==> src/rtl/perf_pkg.sv <==
// Shared definitions for the performance-counter controller: the counter
// width, the command and select encodings, and the controller FSM states.
package perf_pkg;

    localparam int CNT_W   = 20;
    localparam int NUM_REQ = 2;
    localparam int NUM_EV  = 3;

    typedef enum logic [1:0] {
        CMD_READ  = 2'd0,
        CMD_START = 2'd1,
        CMD_STOP  = 2'd2,
        CMD_CLEAR = 2'd3
    } cmd_e;

    localparam logic [1:0] SEL_INSTR = 2'd0;
    localparam logic [1:0] SEL_MEM   = 2'd1;
    localparam logic [1:0] SEL_CORR  = 2'd2;

    typedef enum logic [1:0] {
        ST_IDLE = 2'd0,
        ST_EXEC = 2'd1,
        ST_RESP = 2'd2
    } state_e;

endpackage

==> src/rtl/perf_rr_arb2.sv <==
// Two-way round-robin arbiter. The pointer remembers the last winner; on a
// tie the other port wins. The pointer only advances when a grant is given.
module perf_rr_arb2 (
    input  logic       clk,
    input  logic       reset,
    input  logic       en,
    input  logic [1:0] req,
    output logic [1:0] grant,
    output logic       grant_id
);

    logic last_reg;
    logic win_id;

    // Pick the winner and drive a one-hot grant while enabled.
    always_comb begin
        win_id = 1'b0;
        if (req == 2'b11) begin
            win_id = ~last_reg;
        end else begin
            win_id = req[1];
        end
        grant = 2'b00;
        if (en && (req != 2'b00)) begin
            grant = win_id ? 2'b10 : 2'b01;
        end
        grant_id = win_id;
    end

    // Remember the last winner; reset to port 1 so port 0 wins the first tie.
    always_ff @(posedge clk or posedge reset) begin
        if (reset) begin
            last_reg <= 1'b1;
        end else if (en && (req != 2'b00)) begin
            last_reg <= win_id;
        end
    end

endmodule

==> src/rtl/perf_ctr_ctrl.sv <==
// Performance-counter bank controller: gates raw event pulses into the bank,
// starts/stops/clears counting and serves counter reads for two requesters
// (port 0 CPU, port 1 debug) with one command in flight at a time.
// Optional build macro PERF_CTR_OVF_EN adds per-counter sticky overflow flags
// reported on rsp_ovf; without it rsp_ovf is constant 0.
module perf_ctr_ctrl
    import perf_pkg::*;
#(
    parameter int CNT_W   = perf_pkg::CNT_W,
    parameter int NUM_REQ = perf_pkg::NUM_REQ
) (
    input  logic                 clk,
    input  logic                 reset,
    input  logic [NUM_REQ-1:0]   req_valid,
    input  logic [2*NUM_REQ-1:0] req_cmd,
    input  logic [2*NUM_REQ-1:0] req_sel,
    output logic [NUM_REQ-1:0]   req_ready,
    output logic                 rsp_valid,
    input  logic                 rsp_ready,
    output logic                 rsp_id,
    output logic [CNT_W-1:0]     rsp_data,
    output logic                 rsp_err,
    output logic                 rsp_ovf,
    input  logic                 ev_instr_in,
    input  logic                 ev_mem_in,
    input  logic                 ev_corr_in,
    output logic                 ev_instr_out,
    output logic                 ev_mem_out,
    output logic                 ev_corr_out,
    output logic                 ctr_rst,
    input  logic [CNT_W-1:0]     cnt_instr,
    input  logic [CNT_W-1:0]     cnt_mem,
    input  logic [CNT_W-1:0]     cnt_corr,
    output logic                 counting
);

    state_e             state_reg;
    state_e             state_next;
    cmd_e               cmd_reg;
    logic [1:0]         sel_reg;
    logic               rsp_id_reg;
    logic               ctr_rst_reg;
    logic               counting_reg;
    logic [CNT_W-1:0]   rsp_data_reg;
    logic               rsp_err_reg;

    logic               arb_en;
    logic [1:0]         grant;
    logic               grant_id;
    logic               hs;
    logic [1:0]         win_cmd;
    logic [1:0]         win_sel;
    logic [CNT_W-1:0]   rd_data;

    logic [NUM_EV-1:0]  ev_in_vec;
    logic [NUM_EV-1:0]  ev_out_vec;

    // Grants are only offered while idle and never while reset is held.
    assign arb_en = (state_reg == ST_IDLE) && !reset;

    perf_rr_arb2 u_arb (
        .clk      (clk),
        .reset    (reset),
        .en       (arb_en),
        .req      (req_valid),
        .grant    (grant),
        .grant_id (grant_id)
    );

    assign req_ready = grant;
    assign hs        = |(req_valid & grant);
    assign win_cmd   = req_cmd[{grant_id, 1'b0} +: 2];
    assign win_sel   = req_sel[{grant_id, 1'b0} +: 2];

    // Event gating: drop raw events while stopped or while the bank is cleared.
    assign ev_in_vec = {ev_corr_in, ev_mem_in, ev_instr_in};
    generate
        for (genvar gi = 0; gi < NUM_EV; gi++) begin : g_gate
            assign ev_out_vec[gi] = ev_in_vec[gi] & counting_reg & ~ctr_rst_reg;
        end
    endgenerate
    assign ev_instr_out = ev_out_vec[0];
    assign ev_mem_out   = ev_out_vec[1];
    assign ev_corr_out  = ev_out_vec[2];

    // Select the live bank value addressed by the latched READ select.
    always_comb begin
        rd_data = '0;
        case (sel_reg)
            SEL_INSTR: rd_data = cnt_instr;
            SEL_MEM:   rd_data = cnt_mem;
            SEL_CORR:  rd_data = cnt_corr;
            default:   rd_data = '0;
        endcase
    end

    // Next-state logic: IDLE -> EXEC on handshake, EXEC -> RESP, RESP -> IDLE on accept.
    always_comb begin
        state_next = state_reg;
        case (state_reg)
            ST_IDLE: if (hs) state_next = ST_EXEC;
            ST_EXEC: state_next = ST_RESP;
            ST_RESP: if (rsp_ready) state_next = ST_IDLE;
            default: state_next = ST_IDLE;
        endcase
    end

    // State register.
    always_ff @(posedge clk or posedge reset) begin
        if (reset) begin
            state_reg <= ST_IDLE;
        end else begin
            state_reg <= state_next;
        end
    end

    // Command latch at handshake; the clear pulse covers only the cycle after it.
    always_ff @(posedge clk or posedge reset) begin
        if (reset) begin
            cmd_reg     <= CMD_READ;
            sel_reg     <= 2'd0;
            rsp_id_reg  <= 1'b0;
            ctr_rst_reg <= 1'b0;
        end else begin
            ctr_rst_reg <= hs && (cmd_e'(win_cmd) == CMD_CLEAR);
            if (hs) begin
                cmd_reg    <= cmd_e'(win_cmd);
                sel_reg    <= win_sel;
                rsp_id_reg <= grant_id;
            end
        end
    end

    // Execute: update counting enable and capture the response payload.
    always_ff @(posedge clk or posedge reset) begin
        if (reset) begin
            counting_reg <= 1'b0;
            rsp_data_reg <= '0;
            rsp_err_reg  <= 1'b0;
        end else if (state_reg == ST_EXEC) begin
            if (cmd_reg == CMD_START) counting_reg <= 1'b1;
            if (cmd_reg == CMD_STOP)  counting_reg <= 1'b0;
            rsp_data_reg <= (cmd_reg == CMD_READ) ? rd_data : '0;
            rsp_err_reg  <= (cmd_reg == CMD_READ) && (sel_reg == 2'd3);
        end
    end

`ifdef PERF_CTR_OVF_EN
    logic [CNT_W-1:0]  cnt_arr [NUM_EV];
    logic [NUM_EV-1:0] ovf_flag_reg;
    logic              ovf_sel;
    logic              rsp_ovf_reg;

    assign cnt_arr[0] = cnt_instr;
    assign cnt_arr[1] = cnt_mem;
    assign cnt_arr[2] = cnt_corr;

    // Sticky flags: set when a gated event hits an all-ones counter, cleared with the bank.
    always_ff @(posedge clk or posedge reset) begin
        if (reset) begin
            ovf_flag_reg <= '0;
        end else begin
            for (int i = 0; i < NUM_EV; i++) begin
                if (ctr_rst_reg) begin
                    ovf_flag_reg[i] <= 1'b0;
                end else if (ev_out_vec[i] && (&cnt_arr[i])) begin
                    ovf_flag_reg[i] <= 1'b1;
                end
            end
        end
    end

    // Pick the flag of the selected counter; an illegal select reports none.
    always_comb begin
        ovf_sel = 1'b0;
        case (sel_reg)
            SEL_INSTR: ovf_sel = ovf_flag_reg[0];
            SEL_MEM:   ovf_sel = ovf_flag_reg[1];
            SEL_CORR:  ovf_sel = ovf_flag_reg[2];
            default:   ovf_sel = 1'b0;
        endcase
    end

    // Capture the overflow status alongside the READ data.
    always_ff @(posedge clk or posedge reset) begin
        if (reset) begin
            rsp_ovf_reg <= 1'b0;
        end else if (state_reg == ST_EXEC) begin
            rsp_ovf_reg <= (cmd_reg == CMD_READ) && ovf_sel;
        end
    end

    assign rsp_ovf = rsp_ovf_reg;
`else
    assign rsp_ovf = 1'b0;
`endif

    assign rsp_valid = (state_reg == ST_RESP);
    assign rsp_id    = rsp_id_reg;
    assign rsp_data  = rsp_data_reg;
    assign rsp_err   = rsp_err_reg;
    assign ctr_rst   = ctr_rst_reg;
    assign counting  = counting_reg;

endmodule

==> config.mk <==
export PLATFORM = sky130hd
export DESIGN_NAME = perf_ctr_ctrl
export DESIGN_NICKNAME = d
export VERILOG_FILES = /design/src/rtl/perf_pkg.sv /design/src/rtl/perf_rr_arb2.sv /design/src/rtl/perf_ctr_ctrl.sv
export SDC_FILE = /design/constraint.sdc
export NUM_CORES = 1
export LEC_CHECK = 0
export CORE_MARGIN = 5
export CORE_UTILIZATION = 34
export CTS_BUF_LIST = sky130_fd_sc_hd__clkbuf_8
export DETAILED_ROUTE_END_ITERATION = 8
export GPL_TIMING_DRIVEN = 0
export PLACE_DENSITY = 0.79
export SLEW_MARGIN = 20
export SYNTH_ARGS = -nofsm -noshare
export SYNTH_HDL_FRONTEND = slang
export SYNTH_SLANG_ARGS = --single-unit
==> constraint.sdc <==
create_clock -name clk -period 1.6 [get_ports clk]
set_clock_uncertainty 0.15 [all_clocks]
set_input_delay 0.32 -clock clk [delete_from_list [all_inputs] [get_ports clk]]
set_output_delay 0.32 -clock clk [all_outputs]
set_load 0.03 [all_outputs]
==> results.txt, run 1 <==
vias in the first global route = 1697
synth unique cells = 26
Num CTS Buffers = 5
Post-Syn Area = 0.001698 sq mm
synthesized flop and latch total = 31
sequential share of the synthesized area = 45.76%
Achievable Freq = 532.8 MHz
core box area = 0.004786 sq mm
FP Rows = 25
antenna fix cells = 0
DP Wirelength = 4097 um
routed vias/inst = 4.893
clock tree sinks = 31
WL final = 5496 um
Nets = 348
IO buf count = 105
Cells after Synth = 145
Max-cap violations = 0
post-route ant nets = 0
io pins = 107
Design Power = 0.004454 W
critical path's slowest cell = dfrtp_1
crit path cell chain = nor4_4 -> nor2b_4 -> buf_6
required time of the critical path = 1.13 ns
crit-path max FO = 4
slack of the critical path = -0.2767 ns
fraction of registers with async set or reset after synthesis = 100.0%
Synth Warn # = 0
Final Util = 65.07%
Leak = 1.494 nW
crit path time final = 1.877 ns
DRT Pass-1 Iters = 4
wire length per cell = 16.26 um
max incr delay on CP = 0.41 ns
post-synth net total = 223
gr usage total = 16.21%
Clock Path Buffers = 2
H-Tree Level Count = 2
most frequent cells after synthesis = dfrtp_1, mux2i_1, a22o_1, o2bb2ai_1
Clk Tree Root Cell = clkbuf_8
CP Class = flop to output pin
initial antenna violation count = 0
height of the die = 80.67 um
setup_tns = -1.171 ns
syn_area_per_cell = 11.71 sq um
violated checks = setup timing
layout cells sized above 1 = 20.66%
Setup crit end kind = output pin
largest net degree at the start of global routing = 32
clk_lat worst skew = 0.28 ns
Primary FF master, synth = dfrtp_1
die area = 0.006507 sq mm
WP data arrival = 1.41 ns
count leader, synth = dfrtp_1
GRT overflow = 0
via count = 1654
max reg flops = 20
first-pass GRT wire length = 8079 um
relative slew slack = 56.52%
Final Wtd Congestion = 0.7487
CTS tree = done
leading post-synthesis cells by cell area = dfrtp_1, mux2i_1, a22o_1, o2bb2ai_1, mux2_2
Final Cycle Share = 117.3%
DRC = 0
DR iter-0 viols = 58
Post-synth EDFFs = 0
RSZ-0062 raised after global routing = yes
Starting Density = 35.48%
worst vdd ir = 0.0009927 V
clock-pin slew on the worst setup and hold paths = 0.07 ns
final setup fails = 23
Die X = 80.67 um
cts hold-fix bufs = 0
HP Class = input port to async pin
leading area contributor after synthesis = dfrtp_1
CP Launch Type = flop
outcome = complete, but fails checks
Hold Vio Cnt, Final = 0
Pwr per Cell Area = 1430 mW/mm^2
Yosys top cell area share = 44.22%
fin. max-slew vios = 0
Area growth, synth to finish = 83.42%
worst slew pin tran = 0.6513 ns
## timing repair
action / 4_1_cts / 5_1_grt
endpoints found under the setup margin: 59 / 30
buffers inserted: 12 / 5
hold endpoints to repair: 0 / 0
resized for setup: 81 / 28
gates cloned: 0 / 2
pin swaps: 2 / 8
## final cells by class
class | count | area (sq um)
repair buffers | 118 | 1142
multi-input cells | 95 | 912.1
fillers | 384 | 1672
inverters | 6 | 22.52
plain buffers | 13 | 96.34
clock inverters | 3 | 11.26
well taps | 67 | 83.83
clock buffers | 5 | 68.82
flip-flops and latches | 31 | 777.0
## placed cells by master (no fill, tap or decap)
master | synthesis | routed
a211oi_4 | 0 | 1
clkbuf_1 | 5 | 2
clkdlybuf4s50_1 | 0 | 72
dlygate4sd2_1 | 0 | 26
ha_1 | 2 | 2
dfrtp_1 | 30 | 30
o31ai_1 | 1 | 1
inv_1 | 6 | 7
inv_2 | 0 | 2
buf_2 | 6 | 2
nand3_1 | 2 | 2
conb_1 | 1 | 1
nor2_2 | 0 | 1
a21boi_4 | 0 | 1
nand2_1 | 1 | 1
nand2b_4 | 0 | 2
o21ai_0 | 3 | 2
clkbuf_2 | 0 | 3
o21ai_1 | 0 | 1
mux2_2 | 6 | 3
dfstp_2 | 1 | 1
and2_4 | 0 | 4
mux2_4 | 0 | 3
mux2i_1 | 24 | 24
nor4_4 | 1 | 1
clkbuf_8 | 0 | 5
a22o_1 | 20 | 20
nor2b_1 | 3 | 1
buf_6 | 0 | 16
clkdlybuf4s15_1 | 0 | 1
nor2b_4 | 0 | 2
a21boi_0 | 1 | 1
o2bb2ai_1 | 20 | 20
buf_4 | 1 | 9
nand3b_1 | 1 | 1
## layer usage
layer / track usage, % / share of wire [%] / up-vias
met4: 4.392 / 0.55 / 0
met5: 0 / 0 / -
met3: 4.484 / 6.5 / 4
met2: 28.15 / 52 / 60
met1: 19.57 / 41 / 791
li1: - / - / 799
## path summary, 6_finish.rpt
check	from	end	slack [ns]	cells after the start
max reg2reg	state_reg[1]$_DFFE_PP0P_	rsp_data[9]$_DFFE_PP0P_	-0.05	7
min	reset	rsp_data[16]$_DFFE_PP0P_	0.17	2
max	state_reg[1]$_DFFE_PP0P_	req_ready[0]	-0.28	3
max in group asynchronous	reset	rsp_data[6]$_DFFE_PP0P_	0.70	2
min reg2reg	rsp_err$_DFFE_PP0P_	rsp_err$_DFFE_PP0P_	0.33	2
min in group clk	rsp_err$_DFFE_PP0P_	rsp_err$_DFFE_PP0P_	0.33	2
## report_power, final
part	internal (W)	switching [W]
Clock	0.000289	0.000278
Sequential	0.00108	0.000169
Combinational	0.00121	0.00142
## critical path: cells and delay by family (launching register included)
family | cells | cell delay, ns
buffers and inverters | 1 | 0.13
DFF | 1 | 0.41
and+or+nand+nor | 2 | 0.58
## cell families after synthesis
family / Yosys count / synth area share (%)
adders and majority gates: 2 / 1.474
AOI/OAI and AO/OA: 47 / 23.51
other: 1 / 0.2209
and+or+nand+nor: 15 / 6.042
DFF: 31 / 45.76
buffers and inverters: 19 / 4.864
muxes: 30 / 18.13
## through the flow
stage	instances	setup WS [ns]	hold WS [ns]	area [sq um]
after floorplan	145	-0.08768	0.2728	1707
after global placement	317	-1.206	0.3190	2841
after detailed placement	317	-1.241	0.3245	2841
after CTS	332	-0.2922	0.2035	2977
after global routing	338	-0.3395	0.2385	3114
final	338	-0.2767	0.1720	3114
(Power assumes the default switching activity.)
==> run 2, diff against run 1 <==
--- a/config.mk
+++ b/config.mk
@@ -5,12 +5,15 @@
 export SDC_FILE = /design/constraint.sdc
 export NUM_CORES = 1
 export LEC_CHECK = 0
+export ABC_AREA = 1
+export CORE_ASPECT_RATIO = 1.5
 export CORE_MARGIN = 5
-export CORE_UTILIZATION = 34
+export CORE_UTILIZATION = 35
 export CTS_BUF_LIST = sky130_fd_sc_hd__clkbuf_8
 export DETAILED_ROUTE_END_ITERATION = 8
 export GPL_TIMING_DRIVEN = 0
-export PLACE_DENSITY = 0.79
+export PLACE_DENSITY = 0.8
+export SKIP_CTS_REPAIR_TIMING = 1
 export SLEW_MARGIN = 20
 export SYNTH_ARGS = -nofsm -noshare
 export SYNTH_HDL_FRONTEND = slang
==> run 2 against run 1 <==
Compared with the run above: the run ends with hold timing, setup timing left; global-route usage up 2.2 points; critical path type is now input port to output pin; worst setup slack worse by 0.037 ns; clock power up 19%; worst hold slack worse by 0.18 ns; highest routed layer unchanged; maximum frequency down 2.0%.
==> results.txt, run 2 <==
clock tree sinks = 31 (unchanged)
routed vias/inst = 4.703 (-3.9%)
critical path's slowest cell = clkdlybuf4s50_1
CP Class = input port to output pin
FP Rows = 32 (+28%)
synthesized flop and latch total = 31 (unchanged)
DP Wirelength = 4656 um (+14%)
leading post-synthesis cells by cell area = dfrtp_1, nand2_1, nand3_1, buf_4, inv_1
fraction of registers with async set or reset after synthesis = 100.0% (unchanged)
Hold Vio Cnt, Final = 1 (+1)
Final Util = 62.50% (-2.6 points)
Final Cycle Share = 119.6% (+2.3 points)
crit-path max FO = 7 (+3)
via count = 2107 (+27%)
Achievable Freq = 522.4 MHz (-2.0%)
Leak = 1.934 nW (+29%)
Synth Warn # = 0 (unchanged)
WL final = 6395 um (+16%)
Clock Path Buffers = 2 (unchanged)
GRT overflow = 0 (unchanged)
RSZ-0062 raised after global routing = yes
vias in the first global route = 2022 (+19%)
worst vdd ir = 0.0006288 V (-37%)
post-route ant nets = 0 (unchanged)
final setup fails = 2 (-91%)
commonest non-fill, non-tap cells in the layout = nand2_1, clkdlybuf4s50_1, nand3_1
area of the multi-input gates = 874.6 sq um (-4.1%)
DR iter-0 viols = 105 (+81%)
Pwr per Cell Area = 1349 mW/mm^2 (-5.7%)
most common cell after layout, fill and taps aside = nand2_1
Post-synth EDFFs = 0 (unchanged)
Fill cells = 474 (+23%)
HP Class = input port to async pin
DRT Pass-1 Iters = 4 (unchanged)
required time of the critical path = 1.13 ns (about the same)
Final Wtd Congestion = 0.7581 (+1.3%)
Cells after Synth = 258 (+78%)
Yosys top cell area share = 41.70% (-2.5 points)
Num CTS Buffers = 5 (unchanged)
crit path cell chain = clkdlybuf4s50_1 -> nor2_1 -> nor2_4 -> inv_4 -> nor2_4 -> buf_6
gr usage total = 18.38% (+2.2 points)
initial antenna violation count = 0 (unchanged)
synth unique cells = 16 (-38%)
wire length per cell = 14.27 um (-12%)
largest net degree at the start of global routing = 33 (+3.1%)
count leader, synth = nand2_1
first-pass GRT wire length = 9363 um (+16%)
height of the die = 97.84 um (+21%)
Setup crit end kind = output pin
DRC = 0 (unchanged)
Area growth, synth to finish = 76.51%
max incr delay on CP = 0.52 ns (+0.11 ns)
violated checks = hold timing, setup timing
placed cell area = 0.002958 sq mm (+4.1%)
WP data arrival = 1.44 ns (+0.03 ns)
Nets = 457 (+31%)
slack of the critical path = -0.3141 ns (-0.03737 ns)
leading area contributor after synthesis = dfrtp_1
die area = 0.006708 sq mm (+3.1%)
H-Tree Level Count = 2 (unchanged)
fin. max-slew vios = 0 (unchanged)
register area = 777.0 sq um (unchanged)
antenna fix cells = 0 (unchanged)
syn_area_per_cell = 6.979 sq um (-40%)
CTS tree = done
most frequent cells after synthesis = nand2_1, nand3_1, dfrtp_1, inv_1, nor2_1
sequential share of the synthesized area = 43.15% (-2.6 points)
Clk Tree Root Cell = clkbuf_8
outcome = complete, but fails checks
core box area = 0.005085 sq mm (+6.2%)
Max-cap violations = 0 (unchanged)
Most common cell on crit path = nor2_4
Fin Hold WS = -0.006525 ns (-0.1785 ns)
relative slew slack = 45.41% (-11 points)
io pins = 107 (unchanged)
IO buf count = 105 (unchanged)
CP Launch Type = input port
worst slew pin tran = 0.8144 ns (+0.1631 ns)
Post-Syn Area = 0.001800 sq mm (+6.0%)
Final Instance Area = 0.003178 sq mm (+2.0%)
clk_lat worst skew = 0.28 ns (about the same)
Primary FF master, synth = dfrtp_1
crit path time final = 1.914 ns (+0.03737 ns)
Starting Density = 35.41% (-0.069 points)
Die X = 68.56 um (-15%)
max reg flops = 20 (unchanged)
post-synth net total = 336 (+51%)
layout cells sized above 1 = 13.95% (-6.7 points)
clock-pin slew on the worst setup and hold paths = 0.06 ns (about the same)
## run 2: cell count changes in the layout (fill, tap and decap cells not counted), moves of 4 or more
| cell | previous run | this run |
|---|---|---|
| a22o_1 | 20 | 0 |
| dlymetal6s2s_1 | 0 | 25 |
| buf_2 | 2 | 8 |
| buf_6 | 16 | 4 |
| buf_4 | 9 | 16 |
| mux2i_1 | 24 | 0 |
| nand2_1 | 1 | 110 |
| dlygate4sd2_1 | 26 | 0 |
| o2bb2ai_1 | 20 | 0 |
| nor2_1 | 0 | 7 |
| and2_4 | 4 | 0 |
| nand3_1 | 2 | 62 |
## run 2: kinds of logic after synthesis
logic type	Yosys count	synth area share, %
compound gates	5	1.390
simple gates	187	44.48
buf+inv	32	9.381
other cells	1	0.2083
fa+ha+maj	2	1.390
flops	31	43.16
## run 2: routing by layer
metal / wire length (um) / track usage (%) / share of wire (%) / vias to the layer above
met3: 433 / 3.797 / 6.8 / 8
met4: 99 / 7.810 / 1.5 / 0
met5: 0 / 0 / 0 / -
met2: 3473 / 33.26 / 54 / 70
met1: 2389 / 19.51 / 37 / 975
li1: - / - / - / 1054
## run 2: path summary, 6_finish.rpt
check	endpoint	startpoint	cells past startpoint	slack (ns)
worst max register to register	sel_reg[0]$_DFFE_PP0P_	state_reg[1]$_DFFE_PP0P_	7	0.16
worst min-delay path	rsp_data[9]$_DFFE_PP0P_	reset	3	-0.007
worst min register to register	rsp_id$_DFFE_PP0P_	rsp_id$_DFFE_PP0P_	2	0.32
min in group clk	rsp_id$_DFFE_PP0P_	rsp_id$_DFFE_PP0P_	2	0.32
worst max-delay path	req_ready[0]	req_valid[1]	6	-0.31
max in group asynchronous	rsp_data[1]$_DFFE_PP0P_	reset	2	0.78
## run 2: worst max-delay path: cells and delay by family
kind	cells	cell delay, ns
buffers and inverters	3	0.72
and+or+nand+nor	3	0.39
## run 2: area by class of cell
class / count / area share [%]
repair buffers: 113 / 36.46
clock inverters: 1 / 0.1181
flip-flops and latches: 31 / 24.45
well taps: 68 / 2.677
inverters: 17 / 2.283
repair inverters: 1 / 0.1575
plain buffers: 15 / 3.307
multi-input cells: 195 / 27.52
clock buffers: 7 / 3.031
## run 2: metrics by stage
stage / setup WS, ns / setup TNS [ns] / total power, W / hold slack (ns) / std cells
3_3_place_gp: -1.423 / -9.318 / 0.003584 / 0.3040 / 431
5_1_grt: -0.4005 / -0.7605 / 0.004579 / 0.01324 / 448
3_5_place_dp: -1.447 / -9.610 / 0.003647 / 0.3136 / 431
6_report: -0.3141 / -0.6014 / 0.004287 / -0.006525 / 448
4_1_cts: -1.461 / -12.45 / 0.004334 / 0.3263 / 439
2_1_floorplan: -0.09250 / -0.1715 / 0.002686 / 0.09959 / 258
## run 2: power by group
part	internal, W	switching [W]	total (W)	leakage, nW
combinational	0.000973	0.00144	0.00241	1.47
sequential	0.00103	0.000172	0.00120	0.408
clock	0.000386	0.000287	0.000673	0.0557
==> run 3, diff against run 2 <==
--- a/config.mk
+++ b/config.mk
@@ -7,12 +7,12 @@
 export LEC_CHECK = 0
 export ABC_AREA = 1
 export CORE_ASPECT_RATIO = 1.5
-export CORE_MARGIN = 5
 export CORE_UTILIZATION = 35
 export CTS_BUF_LIST = sky130_fd_sc_hd__clkbuf_8
 export DETAILED_ROUTE_END_ITERATION = 8
 export GPL_TIMING_DRIVEN = 0
 export PLACE_DENSITY = 0.8
+export REMOVE_ABC_BUFFERS = 1
 export SKIP_CTS_REPAIR_TIMING = 1
 export SLEW_MARGIN = 20
 export SYNTH_ARGS = -nofsm -noshare
==> run 3 against run 2 <==
Compared with the run above: the flow finishes with violations (setup timing); combinational power fell by 10%; non-clock buffer count fell by 14; flip-flop and latch count did not move; power fell by 4.1%; maximum frequency rose by 3.6%; via count fell by 1.9%; register-to-register slack got worse by 0.07 ns; largest cell class unchanged; largest power group unchanged.
==> results.txt, run 3 (same netlist as run 2, synthesis figures left out) <==
Final Util = 64.39% (+1.9 points)
max reg flops = 20 (unchanged)
IO buf count = 105 (unchanged)
most common cell after layout, fill and taps aside = nand2_1
RSZ-0062 raised after global routing = yes
met1 Usage GRT = 20.44% (+0.94 points)
commonest non-fill, non-tap cells in the layout = nand2_1, clkdlybuf4s50_1, nand3_1
Place WS = -1.483 ns (-0.03555 ns)
layout cells sized above 1 = 10.60% (-3.3 points)
met3 Use GR = 4.460% (+0.66 points)
Final Cycle Share = 115.5% (-4.1 points)
Setup crit end kind = output pin
post-route ant nets = 0 (unchanged)
required time of the critical path = 1.13 ns (about the same)
Area growth, synth to finish = 74.77%
Num CTS Buffers = 5 (unchanged)
worst slew pin tran = 0.6852 ns (-0.1292 ns)
FP Rows = 31 (-3.1%)
Nets = 445 (-2.6%)
Fill cells = 445 (-6.1%)
CP Class = flop to output pin
largest net degree at the start of global routing = 33 (unchanged)
die area = 0.005441 sq mm (-19%)
met2 Use GR = 38.92% (+5.7 points)
initial antenna violation count = 0 (unchanged)
crit path time final = 1.848 ns (-0.06614 ns)
violated checks = setup timing
Starting Density = 36.84% (+1.4 points)
slack of the critical path = -0.2479 ns (+0.06614 ns)
io pins = 107 (unchanged)
Clock Path Buffers = 2 (unchanged)
register area = 784.5 sq um (+0.97%)
Leak = 1.904 nW (-1.5%)
GRT overflow = 0 (unchanged)
Clk Tree Root Cell = clkbuf_8
H-Tree Level Count = 2 (unchanged)
crit-path max FO = 6 (-1)
Final Wtd Congestion = 0.7792 (+2.8%)
clock tree sinks = 31 (unchanged)
outcome = complete, but fails checks
wire length per cell = 13.41 um (-6.0%)
height of the die = 89.84 um (-8.2%)
Die X = 60.56 um (-12%)
area of the multi-input gates = 902.1 sq um (+3.1%)
relative slew slack = 54.27% (+8.9 points)
routed vias/inst = 4.765 (+1.3%)
HP Class = input port to async pin
Max-cap violations = 0 (unchanged)
gr usage total = 20.82% (+2.4 points)
DRC = 0 (unchanged)
Pwr per Cell Area = 1306 mW/mm^2 (-3.2%)
DR iter-0 viols = 112 (+6.7%)
core box area = 0.004887 sq mm (-3.9%)
DP Wirelength = 3882 um (-17%)
Achievable Freq = 541.1 MHz (+3.6%)
CP Launch Type = flop
final setup fails = 2 (unchanged)
WP data arrival = 1.38 ns (-0.06 ns)
clk_lat worst skew = 0.27 ns (about the same)
first-pass GRT wire length = 8604 um (-8.1%)
DRT Pass-1 Iters = 5 (+1)
WL final = 5821 um (-9.0%)
vias in the first global route = 2021 (-0.049%)
CTS tree = done
via count = 2068 (-1.9%)
Hold Vio Cnt, Final = 0 (-1)
antenna fix cells = 0 (unchanged)
worst vdd ir = 0.0008571 V (+36%)
fin. max-slew vios = 0 (unchanged)
clock-pin slew on the worst setup and hold paths = 0.06 ns (about the same)
Top Usage Layer GRT = met2
-- run 3: cell types whose count changed in the layout (fill, tap and decap cells not counted), moves of 2 or more --
| cell | previous run | this run |
|---|---|---|
| inv_1 | 10 | 12 |
| buf_6 | 4 | 2 |
| dfrtp_1 | 30 | 28 |
| buf_4 | 16 | 8 |
| dlygate4sd3_1 | 0 | 2 |
| dfrtp_4 | 0 | 2 |
| buf_2 | 8 | 1 |
| dlymetal6s2s_1 | 25 | 27 |
| clkbuf_8 | 7 | 5 |
| nor2_4 | 3 | 7 |
| clkdlybuf4s50_1 | 74 | 72 |
-- run 3: cell type report --
| type | instances | share of cell area (%) |
|---|---|---|
| multi-input cells | 197 | 28.67 |
| clock inverters | 3 | 0.3579 |
| flip-flops and latches | 31 | 24.93 |
| well taps | 66 | 2.624 |
| repair inverters | 1 | 0.2783 |
| clock buffers | 5 | 2.187 |
| inverters | 17 | 3.101 |
| repair buffers | 114 | 37.85 |
-- run 3: critical path, stage by stage (launching register included) --
cell	delay, ns
dfrtp_1	0.42
nor2_1	0.11
nand2_1	0.09
nor2_4	0.21
inv_4	0.07
nor2_4	0.08
buf_6	0.13
-- run 3: through the flow --
step | hold slack, ns | cell area, sq um | setup TNS [ns] | total power [W] | instances
6_report | 0.08735 | 3147 | -0.4939 | 0.004111 | 434
5_1_grt | 0.07218 | 3147 | -0.6760 | 0.004410 | 434
4_1_cts | 0.3187 | 2912 | -21.69 | 0.004013 | 422
3_5_place_dp | 0.3113 | 2831 | -19.10 | 0.003444 | 414
3_3_place_gp | 0.3087 | 2829 | -39.26 | 0.003395 | 414
2_1_floorplan | 0.2773 | 1695 | -6.682 | 0.002503 | 243
-- run 3: per-layer routing --
layer | vias to the layer above | wire (um)
met3 | 14 | 337
met5 | - | 0
met4 | 0 | 157
met1 | 935 | 2270
li1 | 1035 | -
met2 | 84 | 3056
-- run 3: path summary, 6_finish.rpt --
check / from / endpoint / slack (ns) / cells past startpoint
hold / removal: reset / u_arb.last_reg$_DFFE_PP1N_ / 0.09 / 2
min in group clk: req_valid[1] / ctr_rst$_DFF_PP0_ / 0.32 / 4
max in group asynchronous: reset / ctr_rst$_DFF_PP0_ / 0.17 / 3
setup / recovery: state_reg[1]$_DFFE_PP0P_ / req_ready[0] / -0.25 / 6
setup reg to reg: state_reg[0]$_DFFE_PP0P_ / state_reg[1]$_DFFE_PP0P_ / 0.09 / 4
hold reg to reg: u_arb.last_reg$_DFFE_PP1N_ / u_arb.last_reg$_DFFE_PP1N_ / 0.32 / 2
-- run 3: power breakdown --
group	switching, W	internal, W
logic	0.00129	0.000888
registers	0.000338	0.00104
clock network	0.000266	0.000289
total	0.00189	0.00222
